`config.mk`:
```
export PLATFORM = sky130hd
export DESIGN_NAME = pixel_bank_scheduler
export DESIGN_NICKNAME = d
export VERILOG_FILES = /design/src/rtl/pixel_bank_scheduler.sv
export SDC_FILE = /design/constraint.sdc
export NUM_CORES = 1
export LEC_CHECK = 0
export CELL_PAD_IN_SITES_DETAIL_PLACEMENT = 1
export CELL_PAD_IN_SITES_GLOBAL_PLACEMENT = 2
export CORE_AREA = 2 2 88 90
export CTS_CLUSTER_DIAMETER = 80
export DETAILED_ROUTE_END_ITERATION = 10
export DIE_AREA = 0 0 90 92
export PLACE_DENSITY = 0.8
export SYNTH_ARGS = -nofsm -noshare
export SYNTH_HDL_FRONTEND = slang
export SYNTH_SLANG_ARGS = --single-unit
```
`constraint.sdc`:
```
create_clock -name i_clk -period 1.1 [get_ports i_clk]
set_input_delay 0.33 -clock i_clk [delete_from_list [all_inputs] [get_ports i_clk]]
set_output_delay 0.33 -clock i_clk [all_outputs]
set_load 0.01 [all_outputs]
```
`src/rtl/pixel_bank_scheduler.sv`:
```
// Double-buffer controller: producer writes the back bank, the panel scans the front bank,
// and banks swap only on a panel frame boundary. Optional back-bank clear under PIXEL_BANK_CLEAR_EN.
module pixel_bank_scheduler #(
  parameter int unsigned       ADDR_W      = 12,
  parameter int unsigned       DATA_W      = 16,
  parameter logic [DATA_W-1:0] CLEAR_VALUE = '0
) (
  input  logic              i_clk,
  input  logic              i_rst_n,
  input  logic              i_wr_valid,
  output logic              o_wr_ready,
  input  logic [ADDR_W-1:0] i_wr_addr,
  input  logic [DATA_W-1:0] i_wr_data,
  input  logic              i_swap_req,
  output logic              o_swap_busy,
  output logic              o_swap_done,
  input  logic              i_frame_end,
  input  logic [ADDR_W-1:0] i_rd_addr,
  output logic [ADDR_W:0]   o_ram_r_addr,
  output logic [ADDR_W:0]   o_ram_w_addr,
  output logic [DATA_W-1:0] o_ram_w_data,
  output logic              o_ram_w_en,
  output logic              o_front_bank
);

  typedef enum logic [1:0] {
    S_IDLE    = 2'd0,
    S_PENDING = 2'd1
`ifdef PIXEL_BANK_CLEAR_EN
    ,S_CLEAR  = 2'd2
`endif
  } state_t;

  state_t              r_state;
  logic                r_front_bank;
  logic                r_swap_done;
  logic                r_ram_w_en;
  logic [ADDR_W:0]     r_ram_w_addr;
  logic [DATA_W-1:0]   r_ram_w_data;

`ifdef PIXEL_BANK_CLEAR_EN
  logic [ADDR_W-1:0]   r_clr_cnt;
  // Set once the last clear word is issued; holds CLEAR one extra cycle so it drains.
  logic                r_clr_wrap;
`else
  logic                w_unused_clear;
  assign w_unused_clear = ^CLEAR_VALUE;
`endif

  always_ff @(posedge i_clk or negedge i_rst_n) begin
    if (!i_rst_n) begin
      r_state      <= S_IDLE;
      r_front_bank <= 1'b0;
      r_swap_done  <= 1'b0;
      r_ram_w_en   <= 1'b0;
      r_ram_w_addr <= '0;
      r_ram_w_data <= '0;
`ifdef PIXEL_BANK_CLEAR_EN
      r_clr_cnt    <= '0;
      r_clr_wrap   <= 1'b0;
`endif
    end else begin
      r_ram_w_en  <= 1'b0;
      r_swap_done <= 1'b0;
      case (r_state)
        S_IDLE: begin
          if (i_wr_valid) begin
            r_ram_w_en   <= 1'b1;
            r_ram_w_addr <= {~r_front_bank, i_wr_addr};
            r_ram_w_data <= i_wr_data;
          end
          if (i_swap_req) begin
            r_state <= S_PENDING;
          end
        end
        S_PENDING: begin
          if (i_frame_end) begin
            r_front_bank <= ~r_front_bank;
            r_swap_done  <= 1'b1;
`ifdef PIXEL_BANK_CLEAR_EN
            r_state      <= S_CLEAR;
`else
            r_state      <= S_IDLE;
`endif
          end
        end
`ifdef PIXEL_BANK_CLEAR_EN
        // Bank has already toggled, so ~r_front_bank is the new back bank.
        S_CLEAR: begin
          if (!r_clr_wrap) begin
            r_ram_w_en   <= 1'b1;
            r_ram_w_addr <= {~r_front_bank, r_clr_cnt};
            r_ram_w_data <= CLEAR_VALUE;
            r_clr_cnt    <= r_clr_cnt + ADDR_W'(1);
            if (&r_clr_cnt) begin
              r_clr_wrap <= 1'b1;
            end
          end else begin
            r_clr_wrap <= 1'b0;
            r_state    <= S_IDLE;
          end
        end
`endif
        default: r_state <= S_IDLE;
      endcase
    end
  end

  assign o_wr_ready   = (r_state == S_IDLE);
  assign o_swap_busy  = (r_state != S_IDLE);
  assign o_swap_done  = r_swap_done;
  assign o_front_bank = r_front_bank;
  assign o_ram_w_en   = r_ram_w_en;
  assign o_ram_w_addr = r_ram_w_addr;
  assign o_ram_w_data = r_ram_w_data;
  assign o_ram_r_addr = {r_front_bank, i_rd_addr};

endmodule

```
==> After elaboration in Yosys (flattened, before gate mapping) <==
Cells that the tools add are included.
{ "op_classes": {"eq_ne": 3, "muxes": 7, "bitwise_logic": 1, "reduce_logical": 5} }
{ "ops": {"columns": ["cell", "count"], "rows": [
  ["AND reduction 2 bit", 3],
  ["two-way mux 1 bit", 4],
  ["two-way mux 2 bit", 2],
  ["case mux 2 bit (2 select lines)", 1],
  ["== test 2 x 1 -> 1 bit, second input constant", 1],
  ["zero test 2 bit", 1],
  ["!= test 2 x 1 -> 1 bit, second input constant", 1],
  ["!= test 2 bit, second input constant", 1],
  ["nonzero test 2 bit", 1],
  ["NOT 1 bit", 1]
]} }
{ "totals": {"reg_bits": 34, "inputBits": 45} }

==> Depth between registers and ports, before layout <==
{ "depth": {"word_depth": 3, "mapped_depth": 3, "ltp_nobuf": 2} }

==> Worst setup path after synthesis <==
Ideal clock, no wire load.
{ "synth_path": {"kind": "register to register", "start": "register r_state[0]", "end": "register r_ram_w_addr[10], in the netlist o_ram_w_addr[10]", "setup_ns": 0.125, "t_arrival_ns": 1.081, "path_slack_ns": -0.106, "path_stages_with_launch": 4, "synth_period_minus_slack_ns": 1.206, "path_cell_list": "dfrtp_1 > nor2b_4 > buf_6 > mux2_4"} }
{ "synth_via": {"elab_chain_cells": 2} }
{ "synth_rtl": {"columns": ["item", "line", "text"], "rows": [
  ["start, declared", "34", "state_t r_state;"],
  ["start signal, assigned", "52", "r_state <= S_IDLE;"],
  ["start signal, assigned", "73", "r_state <= S_PENDING;"],
  ["start signal, assigned", "83", "r_state <= S_IDLE;"],
  ["zero test 2 bit", "65", "case (r_state)"],
  ["AND reduction 2 bit (no source line)", null, null],
  ["end signal, assigned", "69", "r_ram_w_addr <= {~r_front_bank, i_wr_addr};"],
  ["end, declared", "38", "logic [ADDR_W:0] r_ram_w_addr;"]
]} }
No other way between the ends.
A chain may end at the register's enable or synchronous reset.

==> Worst setup path in the final report <==
{ "layout_path": {"start": "register r_state[0]", "end": "register r_ram_w_data[11], in the netlist o_ram_w_data[11]"} }
{ "layout_via": {"elab_chain_cells": 2} }
{ "layout_rtl": {"columns": ["item", "line", "text"], "rows": [
  ["zero test 2 bit", "65", null],
  ["AND reduction 2 bit (no source line)", null, null],
  ["end signal, assigned", "70", "r_ram_w_data <= i_wr_data;"],
  ["end, declared", "39", "logic [DATA_W-1:0] r_ram_w_data;"]
]} }
No other way between the ends.

==> metrics <==
# diodes=0; wire per inst=~14 um; Vias=1047; Core ar.=7450 um^2; Setup violations, final=63; CP top delay family=flip-flops; Reg clk slew, reported paths=0.07 ns; syn_nets=130; Startpoint Class=flop; Syn Area/Cell=16.9 um^2; Via-to-Cell Ratio=roughly 3.5; CP max stage delay=0.43 ns; DIE HEIGHT=between 90 and 100 um; routed wire length=4020 um; CP max stage cell=dfrtp_2; crit path cell chain=buf_6, nor2b_4, buf_12, clkbuf_16, mux2_4; largest net degree at the start of global routing=34; logic gate share of total power=42.5%; DIE WIDTH=roughly 90 um; clock skew=0.00425 ns; crit path capture type=flop; critical path class=flop to flop; post-route design area=roughly 2500 um^2; Clk Latency, worst-skew pair=0.28 ns; vias in the first global route=1127; Tcrit/Tclk final=124%; total grt overflow=0; worst path arrival time=between 1.5 and 2 ns; max-cap violation count=0; H-tree depth=2; GP Congestion=0.653; Internal=between 0.003 and 0.004 W; failing checks=setup timing; VDD IR max=394 uV; most common cell after layout, fill and taps aside=buf_4; register area share after synthesis=between 50% and 60%; starting DRC count in detailed routing=6; headroom to the max-slew limit=88.4%; placed cell area=2250 um^2; Clock Tree Buf Depth=2; DRT Pass-1 Iters=2; CTS Buf Count=5; FP Rows=32; switching share of power=27.8%; Power Dens Cells=roughly 1800 nW/um^2; Synth Register Bits=33; area grow syn2layout=74.5%; Post-CTS Hold Fix Bufs=0; root buf cell=clkbuf_8; CP required=around 1.3 ns; Final Hold Fails=0; Synth Instances=between 80 and 90; CTS tree=built; post-synth cell types=11; final period demand of the worst path=1.36 ns; drc violations=0; commonest non-fill, non-tap cells in the layout=43 x buf_4, 32 x dfrtp_1, 31 x clkdlybuf4s50_1, 31 x buf_2, 28 x mux2_4; P_sw=0.00123 W; total global-route track usage=roughly 8.8%; share of post-route cells with drive strength above 1=a little under two thirds; CTS Sinks=33; final net count=around 240; Seq pwr share=37.6%; Least-Margin Pin Slew=0.172 ns; first-pass GRT wire length=5640 um; Fmax=735 MHz; final antenna-violating net count=0; Worst Hold Class=input port to asynchronous set/reset pin; Final Max Tran Viols=0; Initial Util=19.3%; Clock power frac=~20%; Cell Area, Synth=around 1400 um^2; worst slack at placement=-0.538 ns; setup TNS=-8.47 ns; IO buf count=67; Synth top area share=57.5%; Synth area leader=dfrtp_1; initial antenna violation count=0; P_leak=1.23 nW; status=finished, violations left; synth top area cells=dfrtp_1 58%, mux2_4 29%, buf_4 6.8%; peak fanout along the critical path=6; PnR worst setup slack=-0.261 ns; number of synthesis warnings=0; RSZ-0062 raised after global routing=yes; Ports=just over 90; post-DP HPWL=2470 um; full die area=8280 um^2; Bufs and invs on worst path=3
[cell usage after synthesis]
library cell,n
and2_1,1
buf_4,13
buf_6,3
dfrtp_1,33
inv_1,2
mux2_4,28
mux2i_1,1
nand2b_1,1
nor2b_4,1
o21ai_0,1
xor2_1,1
[metal layers]
metal / routed length [um] / global-route usage (%) / share of wire (%)
met1: 1590 / 9.85 / 40
met5: 0 / 0 / 0
met3: 208 / 2.30 / 5.2
met4: 73 / 4.36 / 1.8
met2: 2150 / 15.6 / 53
[cell families (layout without fill, tap and decap cells)]
family	after synthesis	after routing	synth area share [%]
buffers and inverters	18	128	9.68
AOI/OAI and AO/OA	1	1	0.348
DFF	33	33	57.5
and+or+nand+nor	3	3	1.83
muxes	29	29	30.0
xor gates and xnor gates	1	1	0.610
[per-stage QoR]
step | util (%) | cells | hold WS, ns | power (W)
floorplan | - | 85 | 0.0344 | 0.00239
global placement | 30.2 | 255 | 0.302 | 0.00332
detailed placement | 30.2 | 255 | 0.315 | 0.00336
CTS | 31.1 | 281 | 0.00677 | 0.00423
global route | 33.6 | 297 | 0.0110 | 0.00469
finish | 33.6 | 297 | 0.00166 | 0.00442
[worst register-to-register path: stages (launching register included)]
cell,delay [ns]
dfrtp_2,0.43
buf_6,0.12
nor2b_4,0.12
buf_12,0.14
clkbuf_16,0.15
mux2_4,0.30
[power groups by stage]
stage	Sequential, W	Clock, W	Combinational, W
2_1_floorplan	0.00182	0	0.000573
3_3_place_gp	0.00169	0	0.00163
3_5_place_dp	0.00169	0	0.00167
4_1_cts	0.00166	0.000935	0.00163
5_1_grt	0.00170	0.000981	0.00201
6_report	0.00166	0.000882	0.00188
[state kept, by name (all words and copies together) (netlist names)]
name,flops
o_front_bank,1
o_ram_w_addr,13
o_ram_w_data,16
o_ram_w_en,1
o_swap_done,1
r_state,1
[path summary, 6_finish.rpt]
path                                  start                to  slack [ns]  cells after the start
setup reg to reg                 r_state[0]  o_ram_w_data[11]       -0.26                      5
hold reg to reg            o_ram_w_data[10]  o_ram_w_data[10]        0.51                      1
setup / recovery                 r_state[0]  o_ram_w_data[11]       -0.26                      5
max in group asynchronous           i_rst_n        r_state[0]        0.90                      2
min in group i_clk         o_ram_w_data[10]  o_ram_w_data[10]        0.51                      1
hold / removal                      i_rst_n  o_ram_w_data[12]       0.002                      2
[area by class of cell]
| class | count | area [um^2] |
|---|---|---|
| well taps | 102 | 128 |
| inverters | 2 | 7.51 |
| flip-flops and latches | 33 | 827 |
| clock buffers | 6 | 72.6 |
| multi-input cells | 34 | 470 |
| repair buffers | 118 | 988 |
| fillers | 844 | 4940 |
| clock inverters | 2 | 10.0 |
[repair_timing]
item,in CTS,in global routing
setup buffers,18,13
cloned,0,3
resized for setup,145,2
endpoints found under the setup margin,64,64
(Power assumes the default switching activity.)
